[src/rtl/pkt_out_arbiter.sv]
// rtl/pkt_out_arbiter.sv - round-robin packet output arbiter; optional per-requester packet counters under PKT_OUT_ARB_STATS_EN
module pkt_out_arbiter #(
    parameter int NUM_REQ = 4
) (
    input  logic                   clk,
    input  logic                   rst,
    input  logic [NUM_REQ-1:0]     req,
    input  logic [8*NUM_REQ-1:0]   req_len,
    input  logic [8*NUM_REQ-1:0]   req_data,
    output logic [NUM_REQ-1:0]     req_rd,
    output logic [NUM_REQ-1:0]     grant,
    output logic [7:0]             package_out,
    output logic                   read_data_valid,
    output logic                   package_out_start,
    input  logic                   package_ack
`ifdef PKT_OUT_ARB_STATS_EN
    ,
    output logic [16*NUM_REQ-1:0]  pkt_count
`endif
);

    localparam int IDX_W = (NUM_REQ > 1) ? $clog2(NUM_REQ) : 1;

    typedef enum logic [1:0] {
        S_IDLE,
        S_HDR,
        S_DATA,
        S_GAP
    } state_t;

    state_t             state_q, state_d;
    logic [IDX_W-1:0]   ptr_q, ptr_d;
    logic [IDX_W-1:0]   sel_q, sel_d;
    logic [7:0]         remain_q, remain_d;
    logic [NUM_REQ-1:0] grant_q, grant_d;

    logic [7:0]         len_arr  [NUM_REQ];
    logic [7:0]         data_arr [NUM_REQ];

    logic               pick_vld;
    logic [IDX_W-1:0]   pick_idx;
    logic [IDX_W-1:0]   scan_idx;
    int                 scan;

    for (genvar g = 0; g < NUM_REQ; g++) begin : g_unpack
        assign len_arr[g]  = req_len[8*g +: 8];
        assign data_arr[g] = req_data[8*g +: 8];
    end

    // Cyclic search starting at ptr; the previous winner sits at the far end.
    always_comb begin
        pick_vld = 1'b0;
        pick_idx = '0;
        scan     = 0;
        scan_idx = '0;
        for (int k = 0; k < NUM_REQ; k++) begin
            scan = int'(ptr_q) + k;
            if (scan >= NUM_REQ) begin
                scan = scan - NUM_REQ;
            end
            scan_idx = IDX_W'(scan);
            if (!pick_vld && req[scan_idx]) begin
                pick_vld = 1'b1;
                pick_idx = scan_idx;
            end
        end
    end

    always_comb begin
        state_d  = state_q;
        ptr_d    = ptr_q;
        sel_d    = sel_q;
        remain_d = remain_q;
        grant_d  = grant_q;
        case (state_q)
            S_IDLE: begin
                if (pick_vld) begin
                    sel_d             = pick_idx;
                    remain_d          = len_arr[pick_idx];
                    grant_d           = '0;
                    grant_d[pick_idx] = 1'b1;
                    state_d           = S_HDR;
                end
            end
            S_HDR: begin
                if (package_ack) begin
                    if (remain_q != 8'd0) begin
                        state_d = S_DATA;
                    end else begin
                        state_d = S_GAP;
                        grant_d = '0;
                    end
                end
            end
            S_DATA: begin
                if (package_ack) begin
                    remain_d = remain_q - 8'd1;
                    if (remain_q == 8'd1) begin
                        state_d = S_GAP;
                        grant_d = '0;
                    end
                end
            end
            S_GAP: begin
                ptr_d   = (sel_q == IDX_W'(NUM_REQ - 1)) ? '0 : sel_q + 1'b1;
                state_d = S_IDLE;
            end
            default: begin
                state_d = S_IDLE;
            end
        endcase
    end

    always_ff @(posedge clk or negedge rst) begin
        if (!rst) begin
            state_q  <= S_IDLE;
            ptr_q    <= '0;
            sel_q    <= '0;
            remain_q <= '0;
            grant_q  <= '0;
        end else begin
            state_q  <= state_d;
            ptr_q    <= ptr_d;
            sel_q    <= sel_d;
            remain_q <= remain_d;
            grant_q  <= grant_d;
        end
    end

    // remain still holds the full length while in HDR, so it doubles as the header byte.
    always_comb begin
        package_out = '0;
        case (state_q)
            S_HDR:   package_out = remain_q;
            S_DATA:  package_out = data_arr[sel_q];
            default: package_out = '0;
        endcase
    end

    assign grant             = grant_q;
    assign read_data_valid   = (state_q == S_HDR) || (state_q == S_DATA);
    assign package_out_start = (state_q == S_HDR);
    assign req_rd            = ((state_q == S_DATA) && package_ack) ? grant_q : '0;

`ifdef PKT_OUT_ARB_STATS_EN
    logic        gap_enter;
    logic [15:0] cnt_q [NUM_REQ];
    logic [15:0] cnt_d [NUM_REQ];

    assign gap_enter = (state_d == S_GAP) && (state_q != S_GAP);

    always_comb begin
        for (int i = 0; i < NUM_REQ; i++) begin
            cnt_d[i] = cnt_q[i];
            if (gap_enter && (sel_q == IDX_W'(i)) && (cnt_q[i] != 16'hFFFF)) begin
                cnt_d[i] = cnt_q[i] + 16'd1;
            end
        end
    end

    always_ff @(posedge clk or negedge rst) begin
        if (!rst) begin
            for (int i = 0; i < NUM_REQ; i++) begin
                cnt_q[i] <= '0;
            end
        end else begin
            for (int i = 0; i < NUM_REQ; i++) begin
                cnt_q[i] <= cnt_d[i];
            end
        end
    end

    for (genvar g = 0; g < NUM_REQ; g++) begin : g_cnt
        assign pkt_count[16*g +: 16] = cnt_q[g];
    end
`endif

endmodule

[config.mk]
export PLATFORM = sky130hd
export DESIGN_NAME = pkt_out_arbiter
export DESIGN_NICKNAME = d
export VERILOG_FILES = /design/src/rtl/pkt_out_arbiter.sv
export SDC_FILE = /design/constraint.sdc
export NUM_CORES = 1
export LEC_CHECK = 0
export ABC_AREA = 1
export CORE_MARGIN = 2
export CORE_UTILIZATION = 35
export CTS_BUF_LIST = sky130_fd_sc_hd__clkbuf_4
export DETAILED_ROUTE_END_ITERATION = 16
export PLACE_DENSITY = 0.68
export REMOVE_ABC_BUFFERS = 1
export SETUP_SLACK_MARGIN = 0.2
export SLEW_MARGIN = 20
export SYNTH_ARGS = -nofsm -noshare
export SYNTH_HDL_FRONTEND = slang
export SYNTH_SLANG_ARGS = --single-unit
[constraint.sdc]
create_clock -name clk -period 3.6 [get_ports clk]
set_clock_uncertainty 0.15 [all_clocks]
set_input_delay 1.08 -clock clk [delete_from_list [all_inputs] [get_ports clk]]
set_output_delay 1.08 -clock clk [all_outputs]
set_load 0.1 [all_outputs]
# == Word level (Yosys, flattened, before mapping) ==
# Cells that the tools add are included.
# totals
register_bits,18
latch_bits,0
ram_bits,0
mem_bits_ro,0
input_bits,71
out_inout_bits,18
word_cells,101
memories,0
# op_classes
addsub,9
multipliers,0
div,0
n_lt_le_gt_ge,12
n_eq_ne,10
shift,0
muxes,46
bitwise,2
reduce_logical,17
# ops
cell,count
two-way mux 8 bit,6
binary-select mux 8 bit (select 2 bit),2
one-hot mux 8 bit (2 select lines),2
two-way mux 2 bit,13
two-way mux 4 bit,6
>= comparator 3 bit (second input constant),5
< comparator 2 x 3 -> 1 bit (second input constant),5
one-hot mux 4 bit (3 select lines),1
two-way mux 1 bit,10
binary-select mux 1 bit (select 2 bit),4
equality test 8 x 1 -> 1 bit (second input constant),1
!= test 2 bit (second input constant),4
one-hot mux 2 bit (4 select lines),1
nonzero test 8 bit,1
subtractor 2 x 1 -> 2 bit (second input constant),4
subtractor 8 x 1 -> 8 bit (second input constant),1
adder 2 x 2 -> 3 bit (second input constant),2
equality test 2 bit (second input constant),3
NOT 2 -> 3 bit,2
AND reduction 6 bit,1
logical AND 1 bit,5
AND reduction 4 bit,1
adder 2 x 1 -> 3 bit (second input constant),1
>= comparator 2 x 3 -> 1 bit (second input constant),1
12 further kinds,14

# == Logic depth before layout (Yosys ltp) ==
# depth
word_depth,20
mapped_depth,17
ltp_nobuf,16

# == Least setup slack after synthesis ==
# Ideal clock, no wire load.
# synth_timing
path_kind,register to output
from,reg state_q[1]
to,out package_out[0]
t_arrival_ns,3.221
required_time_ns,2.370
slack_ns,-0.851
path_stages_with_launch,6
n_path_buf,1
path_cell_list,dfrtp_1 > inv_1 > ha_1 > clkbuf_1 > nand2_1 > a21oi_1
# synth_between
elab_chain_len,2
# synth_lines
element,line_no,rtl
start: declaration,31,"state_t state_q, state_d;"
start signal: assignment,122,state_q <= state_d;
equality test 2 x 1 -> 1 bit,n/a,
named net package_out_start,14,"output logic package_out_start,"
one-hot mux 8 bit (2 select lines),133,case (state_q)
end: declaration,12,"output logic [7:0] package_out,"
# The timed path passes the listed nets, and every way through them passes these cells.

# == Worst setup path after layout ==
# layout_timing
from,in package_ack
to,out req_rd[3]
# layout_between
elab_chain_len,2
# layout_lines
element,line_no,rtl
start: declaration,15,input logic package_ack
logical AND 1 bit,143,assign req_rd = ((state_q == S_DATA) && package_ack) ? grant_q : '0;
two-way mux 4 bit,143,
end: declaration,10,"output logic [NUM_REQ-1:0] req_rd,"
# Every way passes these cells.

==> impl_metrics.csv <==
group,metric,value,unit
drt,drc,0,
sta,slew_headroom,0.427,
die,die_x,80.9,um
drt,drt_first_pass_iters,4,
drt,wire_per_inst,12.6,um
setup_path,r2r_setup_slack,970,ps
sta,finalMaxSlewViolations,0,
clock_tree,ctsHoldBuffers,0,
logic_synthesis,ys.flop_type,"dfrtp_1",
drt,drtIter0Drc,122,
sta,timing.final.crit_share,0.944,
logic_synthesis,synth.largest_area_cell,"nand2_1",
sta,tns,0,ps
die,ios,89,
status,status,"complete, no violations",
power_and_ir_drop,powerDensity,1060,nW/um2
sta,whs,412,ps
final_layout,ff_latch_area,450,um2
placement,pre_cts_ws,-55.1,ps
setup_path,arrival,2170,ps
drt,ant_nets,0,
setup_path,setup.worst_path.class,"in2out",
logic_synthesis,yosysSeqAreaShare,0.218,
hold_path,worstHoldStart,"remain_q[1]",
logic_synthesis,synthArstFlopShare,1.00,
setup_path,cp.required,2370,ps
logic_synthesis,ys_ff_latch,18,
grt,antenna_found_initial,0,
sta,hold_violations,0,
die,die_y,80.9,um
logic_synthesis,yosysMostFrequentCell,"nand2_1",
clock_tree,clk_latency,300,ps
logic_synthesis,synthTopCellsByArea,"nand2_1, dfrtp_1, nor2_1",
clock_tree,post_cts.repair.setup_buffers,0,
setup_path,endpoint_kind,"primary output",
final_layout,fin_util,0.553,
die,start_util,0.356,
logic_synthesis,syn_area_per_cell,5.78,um2
clock_tree,cts-htree-levels,1,
setup_path,reg2reg_to,"grant[1]",
final_layout,drive_gt1_frac,0.148,
hold_path,whs_path_depth,2,
grt,grt_max_degree,19,
sta,finalSetupViolations,0,
final_layout,fillCellCount,595,
sta,worst_slack,203,ps
hold_path,worstHoldPathType,"reg2reg",
clock_tree,clockBufferDepth,2,
clock_tree,clkSinkCount,18,
logic_synthesis,yosys_warnings,0,
setup_path,r2r_start,"state_q[0]",
final_layout,syn2layout_area_growth,55.3,%
grt,grt_usage,0.190,
hold_path,hold_path_end,"remain_q[1]",
final_layout,finalNetCount,521,
sta,worst_slew_pin_slew,856,ps
power_and_ir_drop,leakagePower,0.00161,uW
sta,timing.fmax,294,MHz
sta,finalCriticalPeriod,3400,ps
logic_synthesis,netlist_area,2070,um2
clock_tree,cts_made_buffers,3,
die,die-area,6550,um2
clock_tree,cts_root_buf,"clkbuf_4",
run,cap_violations,0,
placement,io_buffers,88,
clock_tree,cts_tree,"built",
grt,grt_pass1_wl,10100,um
logic_synthesis,ys_types,28,
setup_path,r2r_cells,9,
clock_tree,clk_pin_slew,110,ps
grt,globalRouteOverflowTotal,0,
drt,vias_per_cell,4.94,
placement,hpwlAfterDp,5070,um
logic_synthesis,synth_top_area_frac,0.241,
setup_path,start_kind,"input pin",
final_layout,num_antenna_cells,0,
logic_synthesis,synth_common_cells,"nand2_1, nor2_1, nand3_1, inv_1, o21ai_0",
logic_synthesis,synth_edf_count,0,
die,core_area,5820,um2
placement,gp_congestion,0.896,
drt,via_count,2533,
sta,rsz0062_at_grt,"true",
die,num_rows,28,
final_layout,multi_input_area,1530,um2
grt,grt_pass1_vias,2276,
power_and_ir_drop,finalPower,3410,uW
power_and_ir_drop,ir_worst_vdd,0.480,mV
setup_path,path_max_fanout,4,
logic_synthesis,synth_cells,358,
drt,wl,6460,um
critical path, stage by stage:
cell	delay (ps)
clkdlybuf4s50_1	540
nand2_2	190
nor2_4	170
buf_12	180
power breakdown:
group          leakage (uW)  switching [uW]  total [uW]  internal, uW
logic               0.00137            1930        2850           917
registers          0.000224             154         458           304
clock network     0.0000138            64.5         103          39.0
how the worst max path moves through the flow:
stage                       from              to  slack, ps  cells after the start
floorplan             state_q[1]  package_out[0]       -860                      4
global placement     req_data[2]  package_out[2]        -50                      6
detailed placement   req_data[2]  package_out[2]        -60                      6
CTS                 req_data[16]  package_out[0]        130                      6
global route        req_data[27]  package_out[3]        140                      6
finish               package_ack       req_rd[3]        200                      4
layout by cell type, fill, tap and decap left out, types with 11 or more instances in the layout:
master	instances
clkdlybuf4s50_1	39
nand2_1	132
buf_12	12
inv_1	26
a21oi_1	11
o21ai_0	14
dfrtp_1	18
nor2_1	44
dlygate4sd2_1	22
nand3_1	28
cells by family after synthesis:
kind of cell,count (synthesis),synth area share
buffers and inverters,45,0.0949
AND/OR/NAND/NOR,227,0.464
flip-flops,18,0.218
AO/OA/AOI/OAI,58,0.163
adder cells (fa/ha/maj),10,0.0604
layout make-up:
class | count | area share
tap | 75 | 0.0292
clock buffer | 3 | 0.00700
inverter | 30 | 0.0350
multi-input combinational | 295 | 0.474
sequential | 18 | 0.140
timing repair buffer | 92 | 0.314
per-layer routing:
metal / global-route usage / share of wire
met1: 0.237 / 0.42
met4: 0.0390 / 0.0090
met5: 0 / 0
met3: 0.0222 / 0.082
met2: 0.350 / 0.49
registers in the layout, indices dropped and copies added, names as in the netlist:
| signal | flops |
|---|---|
| grant | 4 |
| ptr_q | 2 |
| remain_q | 8 |
| sel_q | 2 |
| state_q | 2 |
per-stage QoR:
stage,area (um2),instances
floorplan,1990,343
global placement,3100,510
detailed placement,3100,510
CTS,3140,513
global route,3220,513
finish,3220,513
what timing repair did:
item	4_1_cts	5_1_grt
endpoints found under the hold margin	0	0
pin swaps	26	12
resized for setup	40	24
cloned	0	0
setup endpoints to repair	12	11
No activity file was read; power rests on OpenSTA's default activity.
